<file path="config.mk">
export PLATFORM = sky130hd
export DESIGN_NAME = tri_spi_rx_flat
export DESIGN_NICKNAME = d
export VERILOG_FILES = /design/src/rtl/vfd_pkg.sv /design/src/rtl/tri_spi_rx_if.sv /design/src/rtl/tri_spi_grid_decode.sv /design/src/rtl/tri_spi_rx.sv /design/src/flat_wrapper.sv
export SDC_FILE = /design/constraint.sdc
export NUM_CORES = 2
export LEC_CHECK = 0
export CORE_ASPECT_RATIO = 1.75
export CORE_MARGIN = 1
export CORE_UTILIZATION = 45
export CTS_CLUSTER_DIAMETER = 50
export CTS_CLUSTER_SIZE = 10
export DETAILED_ROUTE_END_ITERATION = 10
export GPL_ROUTABILITY_DRIVEN = 0
export PLACE_DENSITY_LB_ADDON = 0.3
export REMOVE_ABC_BUFFERS = 1
export SLEW_MARGIN = 25
export SYNTH_ARGS = -nofsm -noshare
export SYNTH_HDL_FRONTEND = slang
export SYNTH_HIERARCHICAL = 1
export SYNTH_SLANG_ARGS = --single-unit
</file>
<file path="constraint.sdc">
create_clock -name CLK -period 2.9 [get_ports CLK]
set_input_delay 0.435 -clock CLK [delete_from_list [all_inputs] [get_ports CLK]]
set_output_delay 0.435 -clock CLK [all_outputs]
set_load 0.1 [all_outputs]
</file>
<file path="src/rtl/vfd_pkg.sv">
// Shared constants and types for the MN15439A VFD tri-SPI link.
// Used by the receiver, its grid decoder and the transmitter-side checkers.
package vfd_pkg;

  localparam int NBITS     = 288;
  localparam int NPIX      = 234;
  localparam int NGRID     = 52;
  localparam int NGCP      = 6;
  localparam int GRID_BASE = 234;
  localparam int GRID_W    = NBITS - GRID_BASE;

  localparam logic [8:0] BITCNT_LAST = 9'd287;
  localparam logic [8:0] BITCNT_FULL = 9'd288;
  localparam logic [7:0] PIX_LAST    = 8'd233;

  // Bit offsets within an update at which the transmitter emits GCP; index 0 is the first pulse
  localparam logic [NGCP-1:0][8:0] GCP_OFFS = {9'd256, 9'd240, 9'd216, 9'd192, 9'd144, 9'd72};

  typedef enum logic [1:0] {
    IDLE  = 2'd0,
    SHIFT = 2'd1,
    FULL  = 2'd2
  } state_t;

endpackage

</file>
<file path="src/rtl/tri_spi_rx_if.sv">
// VFD pin bundle between the tri-SPI transmitter (master) and a receiver (slave).
interface tri_spi_rx_if;

  logic       SCK_EN;
  logic [2:0] SIN;
  logic       LAT;
  logic       BLK;
  logic       GCP;

  modport master (output SCK_EN, SIN, LAT, BLK, GCP);
  modport slave  (input  SCK_EN, SIN, LAT, BLK, GCP);

endinterface

</file>
<file path="src/rtl/tri_spi_grid_decode.sv">
// Grid-select field decoder: valid only for one adjacent pair of ones at field
// bits N-1 and N (1 <= N <= NGRID) identical on all three lanes.
module tri_spi_grid_decode
  import vfd_pkg::*;
(
  input  logic [2:0][GRID_W-1:0] field,
  output logic                   valid,
  output logic [5:0]             num
);

  localparam logic [GRID_W-1:0] PAIR = {{(GRID_W-2){1'b0}}, 2'b11};

  // Match lane-0 pattern against every legal grid position
  always_comb begin
    valid = 1'b0;
    num   = 6'd0;
    if ((field[0] == field[1]) && (field[1] == field[2])) begin
      for (int n = 1; n <= NGRID; n++) begin
        if (field[0] == (PAIR << (n - 1))) begin
          valid = 1'b1;
          num   = 6'(n);
        end
      end
    end else begin
      valid = 1'b0;
    end
  end

endmodule

</file>
<file path="src/rtl/tri_spi_rx.sv">
// Receive-side model of the MN15439A tri-lane serial interface: deserialises a
// 288-bit update, latches it on LAT, validates grid/length/GCP and serves pixels.
module tri_spi_rx
  import vfd_pkg::*;
(
  input  logic         CLK,
  input  logic         RSTN,
  tri_spi_rx_if.slave  bus,
  input  logic [7:0]   PIX_ADDR,
  output logic [2:0]   PIX_LEVEL,
  output logic [5:0]   GRID_NUM,
  output logic         FRAME_VALID,
  output logic         LEN_ERR,
  output logic         GRID_ERR,
  output logic [2:0]   GCP_CNT,
  output logic         GCP_ERR,
  output logic         DISP_ON
);

  state_t                    state_r;
  logic [8:0]                bitcnt_r;
  logic                      overrun_r;
  logic [NBITS-1:0][2:0]     shift_r;
  logic [NPIX-1:0][2:0]      latch_r;
  logic                      lat_r, lat_prev_r, blk_r, gcp_r, gcp_prev_r;
  logic [5:0]                grid_num_r;
  logic                      frame_valid_r, len_err_r, grid_err_r, gcp_err_r;
  logic                      seen_valid_r, latched_once_r, disp_on_r;
  logic [2:0]                gcp_cnt_r, pix_level_r;
  logic [2:0][GRID_W-1:0]    grid_field_s;
  logic                      dec_valid_s, grid_ok_s, len_bad_s, gcp_bad_s;
  logic                      lat_edge_s, gcp_edge_s;
  logic [5:0]                dec_num_s;

  assign lat_edge_s = lat_r & ~lat_prev_r;
  assign gcp_edge_s = gcp_r & ~gcp_prev_r;
  // A grid field is only trusted when all 288 bits arrived
  assign grid_ok_s  = dec_valid_s & (state_r == FULL);
  assign len_bad_s  = (bitcnt_r != BITCNT_FULL) | overrun_r;
  assign gcp_bad_s  = ~((gcp_cnt_r == 3'd6) | ((gcp_cnt_r == 3'd0) & ~latched_once_r));

  // Regroup the grid bits of the shift store per lane for the decoder
  always_comb begin
    grid_field_s = '0;
    for (int i = 0; i < GRID_W; i++) begin
      for (int l = 0; l < 3; l++) begin
        grid_field_s[l][i] = shift_r[GRID_BASE + i][l];
      end
    end
  end

  tri_spi_grid_decode u_grid_decode (
    .field (grid_field_s),
    .valid (dec_valid_s),
    .num   (dec_num_s)
  );

  // Register stage and edge history for LAT, BLK and GCP
  always_ff @(posedge CLK or negedge RSTN) begin
    if (!RSTN) begin
      lat_r      <= 1'b0;
      lat_prev_r <= 1'b0;
      blk_r      <= 1'b0;
      gcp_r      <= 1'b0;
      gcp_prev_r <= 1'b0;
    end else begin
      lat_r      <= bus.LAT;
      lat_prev_r <= lat_r;
      blk_r      <= bus.BLK;
      gcp_r      <= bus.GCP;
      gcp_prev_r <= gcp_r;
    end
  end

  // Shift FSM; a LAT edge restarts the update and may capture bit 0 in the same cycle
  always_ff @(posedge CLK or negedge RSTN) begin
    if (!RSTN) begin
      state_r   <= IDLE;
      bitcnt_r  <= 9'd0;
      overrun_r <= 1'b0;
      shift_r   <= '0;
    end else if (lat_edge_s) begin
      overrun_r <= 1'b0;
      if (bus.SCK_EN) begin
        shift_r[0] <= bus.SIN;
        bitcnt_r   <= 9'd1;
        state_r    <= SHIFT;
      end else begin
        bitcnt_r <= 9'd0;
        state_r  <= IDLE;
      end
    end else if (bus.SCK_EN) begin
      case (state_r)
        IDLE, SHIFT: begin
          shift_r[bitcnt_r] <= bus.SIN;
          bitcnt_r          <= bitcnt_r + 9'd1;
          state_r           <= (bitcnt_r == BITCNT_LAST) ? FULL : SHIFT;
        end
        FULL:    overrun_r <= 1'b1;
        default: state_r   <= IDLE;
      endcase
    end
  end

  // Latch action: copy pixels, decode grid, accumulate length and grid errors
  always_ff @(posedge CLK or negedge RSTN) begin
    if (!RSTN) begin
      latch_r       <= '0;
      grid_num_r    <= 6'd0;
      frame_valid_r <= 1'b0;
      len_err_r     <= 1'b0;
      grid_err_r    <= 1'b0;
      seen_valid_r  <= 1'b0;
    end else begin
      frame_valid_r <= lat_edge_s;
      if (lat_edge_s) begin
        latch_r    <= shift_r[NPIX-1:0];
        grid_num_r <= grid_ok_s ? dec_num_s : 6'd0;
        if (!grid_ok_s) grid_err_r <= 1'b1;
        if (len_bad_s) len_err_r <= 1'b1;
        if (grid_ok_s && !len_bad_s && !gcp_bad_s) seen_valid_r <= 1'b1;
      end
    end
  end

  // GCP pulse counting; the count at LAT must be NGCP (or 0 before the first latch)
  always_ff @(posedge CLK or negedge RSTN) begin
    if (!RSTN) begin
      gcp_cnt_r      <= 3'd0;
      gcp_err_r      <= 1'b0;
      latched_once_r <= 1'b0;
    end else if (lat_edge_s) begin
      gcp_cnt_r      <= {2'b00, gcp_edge_s};
      latched_once_r <= 1'b1;
      if (gcp_bad_s) gcp_err_r <= 1'b1;
    end else if (gcp_edge_s) begin
      if (gcp_cnt_r != 3'd7) gcp_cnt_r <= gcp_cnt_r + 3'd1;
      if (gcp_cnt_r == 3'd6) gcp_err_r <= 1'b1;
    end
  end

  // Registered pixel read port and display enable
  always_ff @(posedge CLK or negedge RSTN) begin
    if (!RSTN) begin
      pix_level_r <= 3'd0;
      disp_on_r   <= 1'b0;
    end else begin
      pix_level_r <= (PIX_ADDR <= PIX_LAST) ? latch_r[PIX_ADDR] : 3'd0;
      disp_on_r   <= ~blk_r & seen_valid_r;
    end
  end

  assign PIX_LEVEL   = pix_level_r;
  assign GRID_NUM    = grid_num_r;
  assign FRAME_VALID = frame_valid_r;
  assign LEN_ERR     = len_err_r;
  assign GRID_ERR    = grid_err_r;
  assign GCP_CNT     = gcp_cnt_r;
  assign GCP_ERR     = gcp_err_r;
  assign DISP_ON     = disp_on_r;

endmodule

</file>
<file path="src/flat_wrapper.sv">
// flat-port wrapper written by rule: the top's interface ports become plain ports
module tri_spi_rx_flat import vfd_pkg::*;
  (CLK, RSTN, PIX_ADDR, PIX_LEVEL, GRID_NUM, FRAME_VALID, LEN_ERR, GRID_ERR, GCP_CNT, GCP_ERR, DISP_ON, bus_SCK_EN, bus_SIN, bus_LAT, bus_BLK, bus_GCP);
  tri_spi_rx_if bus_i ();
  input  logic CLK;
  input  logic RSTN;
  input  logic [7:0] PIX_ADDR;
  output logic [2:0] PIX_LEVEL;
  output logic [5:0] GRID_NUM;
  output logic FRAME_VALID;
  output logic LEN_ERR;
  output logic GRID_ERR;
  output logic [2:0] GCP_CNT;
  output logic GCP_ERR;
  output logic DISP_ON;
  input wire logic [$bits(bus_i.SCK_EN)-1:0] bus_SCK_EN;
  input wire logic [$bits(bus_i.SIN)-1:0] bus_SIN;
  input wire logic [$bits(bus_i.LAT)-1:0] bus_LAT;
  input wire logic [$bits(bus_i.BLK)-1:0] bus_BLK;
  input wire logic [$bits(bus_i.GCP)-1:0] bus_GCP;
  assign bus_i.SCK_EN = bus_SCK_EN;
  assign bus_i.SIN = bus_SIN;
  assign bus_i.LAT = bus_LAT;
  assign bus_i.BLK = bus_BLK;
  assign bus_i.GCP = bus_GCP;
  tri_spi_rx u_core (.CLK(CLK), .RSTN(RSTN), .bus(bus_i), .PIX_ADDR(PIX_ADDR), .PIX_LEVEL(PIX_LEVEL), .GRID_NUM(GRID_NUM), .FRAME_VALID(FRAME_VALID), .LEN_ERR(LEN_ERR), .GRID_ERR(GRID_ERR), .GCP_CNT(GCP_CNT), .GCP_ERR(GCP_ERR), .DISP_ON(DISP_ON));
endmodule
</file>
Yosys cells after proc, flatten, opt, wreduce, memory -nomap -nowiden --
Index checks and enable logic that the tools add are counted.
Cells by class: shifts and indexed selects 0, multiply operators 0, bitwise logic cells 13, div/mod/pow operators 0, reduce and logical (&&, ||, !) cells 24, order comparisons 4, add/sub/neg operators 2, eq/ne operators 62, mux-type cells 136
Operator list (count):
- $bwmux 864 | 1
- $mux 6 | 53
- $eq 54x54->1 | 2
- $mux 1 | 63
- $eq 54x10->1 const B | 1
- $eq 54x11->1 const B | 1
- $eq 54x12->1 const B | 1
- $eq 54x13->1 const B | 1
- $eq 54x14->1 const B | 1
- $eq 54x15->1 const B | 1
- $eq 54x16->1 const B | 1
- $eq 54x17->1 const B | 1
- $eq 54x18->1 const B | 1
- $eq 54x19->1 const B | 1
- $eq 54x2->1 const B | 1
- $eq 54x20->1 const B | 1
- $eq 54x21->1 const B | 1
- $eq 54x22->1 const B | 1
- $eq 54x23->1 const B | 1
- $eq 54x24->1 const B | 1
- $eq 54x25->1 const B | 1
- $eq 54x26->1 const B | 1
- $eq 54x27->1 const B | 1
- $eq 54x28->1 const B | 1
- 63 further kinds | 102
Word-level totals: word-level logic and storage cells 781, bits in latches 0, bits in registers 1602, memories kept 0, bits of input ports 17, bits in writable memories 0, memory bits (read-only) 0

Longest topological paths before layout --
depth in word-level cells 58, depth in mapped cells 11, gate-level depth less buffers 9

By module --
The synthesis kept the hierarchy.
Modules (own cells, without submodules):
- tri_spi_rx | instances 1, cells each 5783, area an instance 66656.4 µm², sequential area each 40088.4 µm²
- tri_spi_grid_decode | instances 1, cells each 425, area an instance 2977.9 µm², sequential area each 0.0 µm²

Worst setup path before layout --
Ideal clock, no wire load.
path type reg2reg, start point register u_core.shift_r, in the netlist u_core/grid_field_s[25], end point register u_core.seen_valid_r, stages on the path, launching flop included 12, clock period less this slack 2.928 ns, path slack -0.028 ns, buffers on the path 2, arrival time 2.864 ns, path through dfrtp_1 clkbuf_1 nor4_2 nand4_2 buf_2 or2_2 a211oi_1 a2111oi_0 a41oi_1 nand2_1 nor2_1 a31o_2
Between the ends: longest elaborated chain between the ends 58
RTL lines:
- start, declared | line tri_spi_rx.sv:23 | logic [NBITS-1:0][2:0] shift_r;
- start signal, assigned by index | line tri_spi_rx.sv:95 | shift_r[bitcnt_r] <= bus.SIN;
- $eq 54x2->1 | line tri_spi_grid_decode.sv:19 | if (field[0] == (PAIR << (n - 1))) begin
- $mux 1 (52 in series) | line tri_spi_grid_decode.sv:19
- $mux 1 * | line tri_spi_grid_decode.sv:17 | if ((field[0] == field[1]) && (field[1] == field[2])) begin
- named net u_core.dec_valid_s | line tri_spi_rx.sv:31 | logic dec_valid_s, grid_ok_s, len_bad_s, gcp_bad_s;
- $and 1x1->1 * | line tri_spi_rx.sv:38 | assign grid_ok_s = dec_valid_s & (state_r == FULL);
- $logic_and 1x1->1 * (2 in series) | line tri_spi_rx.sv:121 | if (grid_ok_s && !len_bad_s && !gcp_bad_s) seen_valid_r <= 1'b1;
- $reduce_and 2->1 (no source line) *
- end signal, assigned | line tri_spi_rx.sv:113 | seen_valid_r <= 1'b0;
- end signal, assigned | line tri_spi_rx.sv:121
- end, declared | line tri_spi_rx.sv:28 | logic seen_valid_r, latched_once_r, disp_on_r;
The timed path passes the listed nets; every way through them passes the cells marked *. A chain may end at the register's enable or synchronous reset.

Worst setup path after layout --
start point register u_core.shift_r, in the netlist u_core/grid_field_s[26], end point register u_core.seen_valid_r
The elaborated chain is that of the path after synthesis.

==> results.cfg <==
[clocking]
clock_latency_ps = 820
htreeDepth = 4
cts_made_buffers = 187
cts_tree = yes
clock_sinks = 1602
root_buffer = clkbuf_16
clock_path_buffers = 4
cts.clk_slew.worst_paths_ps = 60

[yosys]
yosys-top-cells-area = dfrtp_1, mux2_2, nand2_1
synthFlopType = dfrtp_1
syn_area_per_cell_um2 = 11.2
synth_area_um2 = 69600
yosysTopAreaCellShare_pct = 57.6
synth_common_cells = nand2_1, dfrtp_1, mux2_2
ys_types = 79
yosys_warnings = 6
netlist_instances = 6208
synth_most_common_cell = nand2_1
async_flop_share_pct = 100
synth_top_area_cell = dfrtp_1
synth_seq_area_share_pct = 57.6
synth.ff_latch_count = 1602
synth_edf_count = 0

[place]
hpwlAfterDp_um = 132000
dpl_cell_area_um2 = 74500
numPortBuffers = 33

[timing]
hold_viol = 0
report.final.slew_viol_count = 0
setup_violations = 0
tightest_slew_ps = 1110
slew_headroom_pct = 26.0
layout_min_cycle_time_ps = 2860
min_period_over_period_pct = 98.7
fin_worst_skew_ps = 68.2
fmax_mhz = 349

[final_layout]
stdcell_area_um2 = 79500
nFillCells = 13300
postLayoutCoreUtil_pct = 51.9
area_delta_synth_final_pct = 14.2
seqCellArea_um2 = 40100
drive_gt1_share_pct = 26.3
final_nets = 6438
multi_input_area_um2 = 28000

[route]
avgViaCountPerCell = 5.64
first_iter_violations = 3508
num_vias = 47600
drcViolationCount = 0
wl_per_cell_um = 23.7
drtPass1Iterations = 8
routed_wirelength_um = 200000
ant_nets = 0

[critical_path]
cpLargestDelayFamily = simple AND/OR/NAND/NOR gates
crit_slowest_cell = nor4_4
cp_num_buf_inv = 2
worst-path-max-fanout = 7
critPathCaptureType = register
crit_required_ps = 3630
critPathLaunchType = register
path_cells = buf_4 -> xor2_1 -> nor4_2 -> nand4_1 -> nor4_4 -> nand4_1 -> a41oi_2 -> nand2_1 -> nor2_1 -> buf_4 -> a31o_2
cp.arrival_ps = 3600
r2r_setup_slack_ps = 40
slowest_delay_ps = 440
critical_path_class = register to register

[global_route]
first_global_vias = 50700
grt_max_degree = 203
grt_overflow = 0
antenna_found_initial = 4
grt.total_usage_pct = 25.9
grt_pass1_wl_um = 308000

[status]
status = completed

[pwr]
max-vdd-ir-drop_uv = 448
cellLeakagePower_nw = 41.2
p_total_mw = 46.4
powerDensity_nw_per_um2 = 583

[min_path]
hold_class = input pin to register

[floorplan]
die-width_um = 299
die_area_um2 = 156000
rows = 190
ios = 34
initial_core_util_pct = 45.4
die_y_um = 522
coreArea_um2 = 153000

[job]
cap_violations = 0
[per-stage QoR]
step / hold WS [ps] / std cells / setup TNS [ps] / setup WS (ps)
finish: 85.3 / 8441 / 0 / 36.9
global route: 78.8 / 8441 / -20.9 / -9.55
CTS: 49.9 / 8437 / 0 / 28.5
detailed placement: 346 / 8236 / -1370 / -358
global placement: 348 / 8236 / -1630 / -353
floorplan: 139 / 5810 / - / -35940
[kinds of logic (layout without fill, tap and decap cells)]
kind of cell    count (synthesis)  in the layout  share of synthesized area [%]
fa+ha+maj                       8              8                          0.144
other cells                     0              1                              0
mux                          1113           1113                           20.2
buf+inv                       409            625                           2.53
simple gates                 2777           2777                           16.2
flops                        1602           1602                           57.6
xor+xnor                      101            101                           1.27
compound gates                198            198                           2.07
[flip-flops by register name, indices dropped and copies added, names as in the netlist, 2 cells and up]
name and count:
u_core/GRID_NUM 6, u_core/state_r 2, u_core/latch_r 702, u_core/bitcnt_r 9, u_core/grid_field_s 162, u_core/shift_r 702
u_core/PIX_LEVEL 3, u_core/GCP_CNT 3
[layout make-up]
class                      instances  area share [%]
sequential                      1602            50.4
multi-input combinational       4197            35.2
clock buffer                     195            6.05
timing repair buffer             414            5.03
tap                             2016            3.17
clock inverter                     5           0.104
inverter                          11          0.0614
antenna                            1         0.00315
[cells in the final DEF, fill, tap and decap left out, types with 18 or more instances in the layout]
master	synthesis	final
a22oi_1	29	29
buf_12	1	65
and3_1	22	22
clkbuf_16	0	190
buf_4	5	331
mux4_2	148	148
mux2_2	877	877
nor3_1	38	38
a21oi_1	28	28
nand2_1	2165	2165
o21ai_0	23	23
nor2_1	343	342
dfrtp_1	1602	1600
nor2b_1	19	18
mux2i_1	88	88
nand4_1	30	30
xor2_1	86	86
nand3_1	39	27
nor4_1	37	29
[report_power, final]
group	switching, mW	leakage (nW)	internal (mW)
combinational	2.07	16.5	0.911
sequential	0.308	22.3	22.8
clock	8.57	2.41	11.7
total	10.9	41.2	35.4
[what timing repair did]
item                       CTS  global route
setup buffers                0             3
hold endpoints to repair   262             0
pin swaps                    0             7
gates resized for setup      3            19
setup endpoints to repair    8             8
hold buffers                 1             0
[routing by layer]
layer	GRT usage (%)	part of all wire, %	vias up	wire (um)
li1	-	-	21000	-
met1	29.3	37	24700	73800
met2	46.6	52	1279	105000
met3	2.90	4.1	552	8170
met4	15.7	6.7	4	13400
met5	0	0.012	-	24
[final timing paths]
kind,cells past startpoint,end,from
setup / recovery,11,u_core/seen_valid_r,u_core/grid_field_s[26]
hold / removal,1,u_core/blk_r,bus_BLK
setup reg to reg,11,u_core/seen_valid_r,u_core/grid_field_s[26]
hold reg to reg,0,u_core/gcp_prev_r,u_core/gcp_r
max in group asynchronous,4,u_core/latch_r[592],RSTN
min in group asynchronous,2,u_core/shift_r[6],RSTN
Power figures use the tool's default switching activity.
